## src/rtl/score_pkg.sv

```systemverilog
// Shared score format, saturation limit and game FSM encoding for the score keeper slice.
package score_pkg;

  localparam int SCORE_W = 20;
  localparam int FRAC_W  = 6;
  localparam logic [SCORE_W-1:0] SCORE_MAX = 20'h9C3FF;

  typedef enum logic [1:0] {
    IDLE = 2'd0,
    PLAY = 2'd1,
    OVER = 2'd2
  } state_t;

endpackage

```

## src/rtl/sat_add.sv

```systemverilog
// Unsigned adder clamped to a caller-supplied ceiling; the sum carries one guard bit so it never wraps.
module sat_add #(
  parameter int DATA_W = 20,
  parameter int ADD_W  = 10
) (
  input  logic [DATA_W-1:0] a,
  input  logic [ADD_W-1:0]  b,
  input  logic [DATA_W-1:0] max,
  output logic [DATA_W-1:0] sum
);

  logic [DATA_W:0] full;

  function automatic logic [DATA_W-1:0] sat(input logic [DATA_W:0] x,
                                            input logic [DATA_W-1:0] m);
    sat = (x > {1'b0, m}) ? m : x[DATA_W-1:0];
  endfunction

  assign full = {1'b0, a} + (DATA_W+1)'(b);
  assign sum  = sat(full, max);

endmodule

```

## src/rtl/score_keeper.sv

```systemverilog
// Game score tracker: accumulates saturating points in PLAY, latches the best score at game end
// and alternates the display between score and highest while the game is over.
module score_keeper
  import score_pkg::*;
#(
  parameter int HI_PERIOD = 512,
  parameter int ADD_W     = 10
) (
  input  logic               segclk,
  input  logic               rst,
  input  logic               start,
  input  logic               over,
  input  logic               add_valid,
  input  logic [ADD_W-1:0]   add_amt,
  output logic               add_ready,
  output logic [SCORE_W-1:0] score,
  output logic [SCORE_W-1:0] highest,
  output logic               hi,
  output logic               new_record
);

  localparam int CNT_W = $clog2(HI_PERIOD + 1);

  state_t             state;
  logic [CNT_W-1:0]   hi_cnt;
  logic [SCORE_W-1:0] sum;
  logic [SCORE_W-1:0] final_score;
  logic               accept;
  logic               go_play;

  sat_add #(
    .DATA_W (SCORE_W),
    .ADD_W  (ADD_W)
  ) u_sat_add (
    .a   (score),
    .b   (add_amt),
    .max (SCORE_MAX),
    .sum (sum)
  );

  // add_ready is a registered copy of "in PLAY", so it also qualifies the transfer
  assign accept      = add_valid && add_ready;
  assign final_score = accept ? sum : score;
  assign go_play     = start && ((state != PLAY) || over);

  always_ff @(posedge segclk or posedge rst) begin
    if (rst) begin
      state      <= IDLE;
      score      <= '0;
      highest    <= '0;
      hi         <= 1'b0;
      new_record <= 1'b0;
      add_ready  <= 1'b0;
      hi_cnt     <= '0;
    end else if (go_play) begin
      state      <= PLAY;
      score      <= '0;
      new_record <= 1'b0;
      hi         <= 1'b0;
      hi_cnt     <= '0;
      add_ready  <= 1'b1;
    end else begin
      case (state)
        PLAY: begin
          if (accept)
            score <= sum;
          if (over) begin
            state     <= OVER;
            add_ready <= 1'b0;
            hi        <= 1'b0;
            hi_cnt    <= '0;
            if (final_score > highest) begin
              highest    <= final_score;
              new_record <= 1'b1;
            end
          end
        end
        OVER: begin
          if (hi_cnt == CNT_W'(HI_PERIOD - 1)) begin
            hi_cnt <= '0;
            hi     <= ~hi;
          end else begin
            hi_cnt <= hi_cnt + CNT_W'(1);
          end
        end
        default: begin
          state     <= IDLE;
          add_ready <= 1'b0;
          hi        <= 1'b0;
        end
      endcase
    end
  end

endmodule

```

## config.mk

```make
export PLATFORM = sky130hd
export DESIGN_NAME = score_keeper
export DESIGN_NICKNAME = d
export VERILOG_FILES = /design/src/rtl/score_pkg.sv /design/src/rtl/sat_add.sv /design/src/rtl/score_keeper.sv
export SDC_FILE = /design/constraint.sdc
export NUM_CORES = 1
export LEC_CHECK = 0
export BUFFER_PORTS_ARGS = -buffer_cell sky130_fd_sc_hd__buf_2
export CAP_MARGIN = 20
export CORE_MARGIN = 1
export CORE_UTILIZATION = 45
export DETAILED_ROUTE_END_ITERATION = 12
export PLACE_DENSITY = 0.77
export SLEW_MARGIN = 20
export SYNTH_ARGS = -nofsm -noshare
export SYNTH_HDL_FRONTEND = slang
export SYNTH_SLANG_ARGS = --single-unit
export TNS_END_PERCENT = 50
```

## constraint.sdc

```tcl
create_clock -name segclk -period 10.73 [get_ports segclk]
set_clock_uncertainty 0.2 [all_clocks]
set_input_delay 1.073 -clock segclk [delete_from_list [all_inputs] [get_ports segclk]]
set_output_delay 1.073 -clock segclk [all_outputs]
set_load 0.01 [all_outputs]
```

==> results.sh <==
export IMPL_die_height_um=96.1
export IMPL_fin_cells=603
export IMPL_fillerInstances=818
export IMPL_cts_tree="done"
export IMPL_clock_sinks=54
export IMPL_synth_top_cell_by_area="dfrtp_1"
export IMPL_critical_path_class="in2reg"
export IMPL_setup_violations=0
export IMPL_postCtsSetupBuffers=0
export IMPL_cts_resized=0
export IMPL_synth_edf_count=0
export IMPL_crit_required_ns=10.76
export IMPL_finalCritPeriodShare=0.614
export IMPL_arrival_ns=6.62
export IMPL_rsz0062_at_grt="no"
export IMPL_power_total_uw=531
export IMPL_hold_class="reg2reg"
export IMPL_reg2regPathDepth=22
export IMPL_synth_area_per_cell_um2=8.96
export IMPL_netlist_top_cells_area="dfrtp_1 (34%), ha_1 (9.7%), nand2_1 (3.9%)"
export IMPL_final_util=0.531
export IMPL_syn_instance_count=445
export IMPL_synth_top_area_share=0.339
export IMPL_cts_clk_slew_worst_paths_ns=0.11
export IMPL_fin_crit_ns=6.59
export IMPL_cts_htree_levels=2
export IMPL_grt_overflow_total=0
export IMPL_io_buffers=57
export IMPL_grt_pass1_vias=3420
export IMPL_antenna_cells=0
export IMPL_start_util=0.475
export IMPL_route_detailed_drc=0
export IMPL_synth_seq_cells=54
export IMPL_use_met2=0.378
export IMPL_post_place_cells=595
export IMPL_synthDistinctLibCells=62
export IMPL_irDropWorstVdd_v=0.0000742
export IMPL_grt_pass1_wl_um=17200
export IMPL_placementRows=33
export IMPL_yosysMostFrequentCell="dfrtp_1"
export IMPL_yosysWarnings=0
export IMPL_drt_wl_total_um=10300
export IMPL_synth_commonest_cells="dfrtp_1 (54), nand2_1 (41), nor2_1 (35)"
export IMPL_drt_pass1_iterations=5
export IMPL_slew_violations=0
export IMPL_use_met1=0.333
export IMPL_clk_latency_ns=0.32
export IMPL_async_reset_ff_frac=1.00
export IMPL_pre_cts_slack_ns=3.95
export IMPL_dieArea_um2=9240
export IMPL_max_freq_mhz=152
export IMPL_setup_ws_ns=4.14
export IMPL_startpoint="add_amt[0]"
export IMPL_final_hold_viol_count=0
export IMPL_areaGrowthSynthToFinish_pct=11.7
export IMPL_clock_path_buffers=2
export IMPL_ant_nets=0
export IMPL_ys_flop_type="dfrtp_1"
export IMPL_grtUsageTotal=0.242
export IMPL_placed_cell_area_um2=4350
export IMPL_hpwl_um=7620
export IMPL_antenna_found_initial=0
export IMPL_power_leakage_nw=2.22
export IMPL_drt_iter0_markers=258
export IMPL_rrSetupSlack_ns=4.53
export IMPL_netlist_area_um2=3990
export IMPL_grt_busiest_layer="met2"
export IMPL_crit_path_end_kind="flip-flop"
export IMPL_syn_num_nets=492
export IMPL_final_area_um2=4450
export IMPL_hold_buffers=0
export IMPL_grt_max_degree=55
export IMPL_gp_congestion=0.956
export IMPL_fp_coreArea_um2=8380
export IMPL_vias_per_cell=6.03
export IMPL_max_cap_violations=0
export IMPL_nNetsFinal=544
export IMPL_root_buffer="clkbuf_8"
export IMPL_ys_seq_area_frac=0.339
export IMPL_powerDensity_nw_per_um2=119
export IMPL_cp_max_fo=22
export IMPL_chipWidth_um=96.1
export IMPL_vias=3634
export IMPL_hold_ws_ns=0.306
export IMPL_cts_buffers=5
export IMPL_worst_pin_slew_ns=0.859
export IMPL_io_pins=58
export IMPL_rr_startpoint="score[0]"
export IMPL_r2r_end="highest[18]"
export IMPL_setup_tns_ns=0
export IMPL_drive_gt1_frac=0.211
export IMPL_start_kind="input port"
export IMPL_cp_endpoint="highest[18]"
export IMPL_grtUsageMet3=0.0395
export IMPL_slew_headroom=0.427
export IMPL_status="finished clean"
export IMPL_wl_per_cell_um=17.1
[layer usage]
metal / vias up / part of all wire
met3: 24 / 0.068
met5: - / 0
li1: 1738 / -
met1: 1717 / 0.45
met2: 155 / 0.46
met4: 0 / 0.025
[worst min-delay path by stage]
stage,from,to,slack (ns),cells past startpoint
2_1_floorplan,hi_cnt[4],hi_cnt[4],0.26,1
3_3_place_gp,hi_cnt[4],hi_cnt[4],0.28,1
3_5_place_dp,hi_cnt[4],hi_cnt[4],0.29,1
4_1_cts,hi_cnt[4],hi_cnt[4],0.31,1
5_1_grt,hi_cnt[4],hi_cnt[4],0.33,1
6_report,hi_cnt[4],hi_cnt[4],0.31,1
[registers in the layout (all words and copies together), names as in the netlist]
name / flops
highest: 20
new_record: 1
state: 2
hi_cnt: 10
hi: 1
score: 20
[layout make-up]
cell class / count / area, µm² / share of cell area
multi-input cells: 344 / 2430 / 0.547
inverters: 30 / 113 / 0.0253
flip-flops and latches: 54 / 1350 / 0.304
well taps: 105 / 131 / 0.0295
clock inverters: 2 / 17.5 / 0.00394
repair buffers: 62 / 323 / 0.0725
clock buffers: 6 / 82.6 / 0.0186
[cell families after synthesis]
group / synth area share
adder cells (fa/ha/maj): 0.102
XOR/XNOR: 0.0286
multiplexers: 0.0468
buffers and inverters: 0.0505
AO/OA/AOI/OAI: 0.258
AND/OR/NAND/NOR: 0.174
flip-flops: 0.339
[power breakdown]
part / leakage (nW) / switching, mW / total [mW] / internal [mW]
Clock: 0.0514 / 0.0752 / 0.129 / 0.0534
Sequential: 0.711 / 0.0186 / 0.231 / 0.212
Combinational: 1.46 / 0.103 / 0.171 / 0.0686
Total: 2.22 / 0.196 / 0.531 / 0.334
[critical path: stages]
cell      delay, ns
buf_2          0.11
ha_1           0.24
fa_1           0.41
a21oi_1        0.22
nor2_1         0.12
o211ai_2       0.29
nand2_1        0.21
a22oi_1        0.25
o21ai_1        0.14
a21oi_2        0.58
buf_4          0.37
o21ai_1        0.15
and2_1         0.18
ha_1           0.28
nand4_1        0.09
nor2_1         0.06
and3_1         0.23
a31oi_1        0.22
and3b_1        0.21
a21o_1         0.69
nand2_1        0.12
o32a_1         0.30
o31ai_1        0.06
[cells in the final DEF (no fill, tap or decap), drive strengths merged, types with 13 or more instances in the layout]
cell type  count
a21oi         32
ha            31
mux2          13
a21o          15
o21ai         29
dfrtp         54
a31oi         14
nand3         19
nand2         41
buf           62
inv           30
nor2          35
Power figures use the tool's default switching activity.
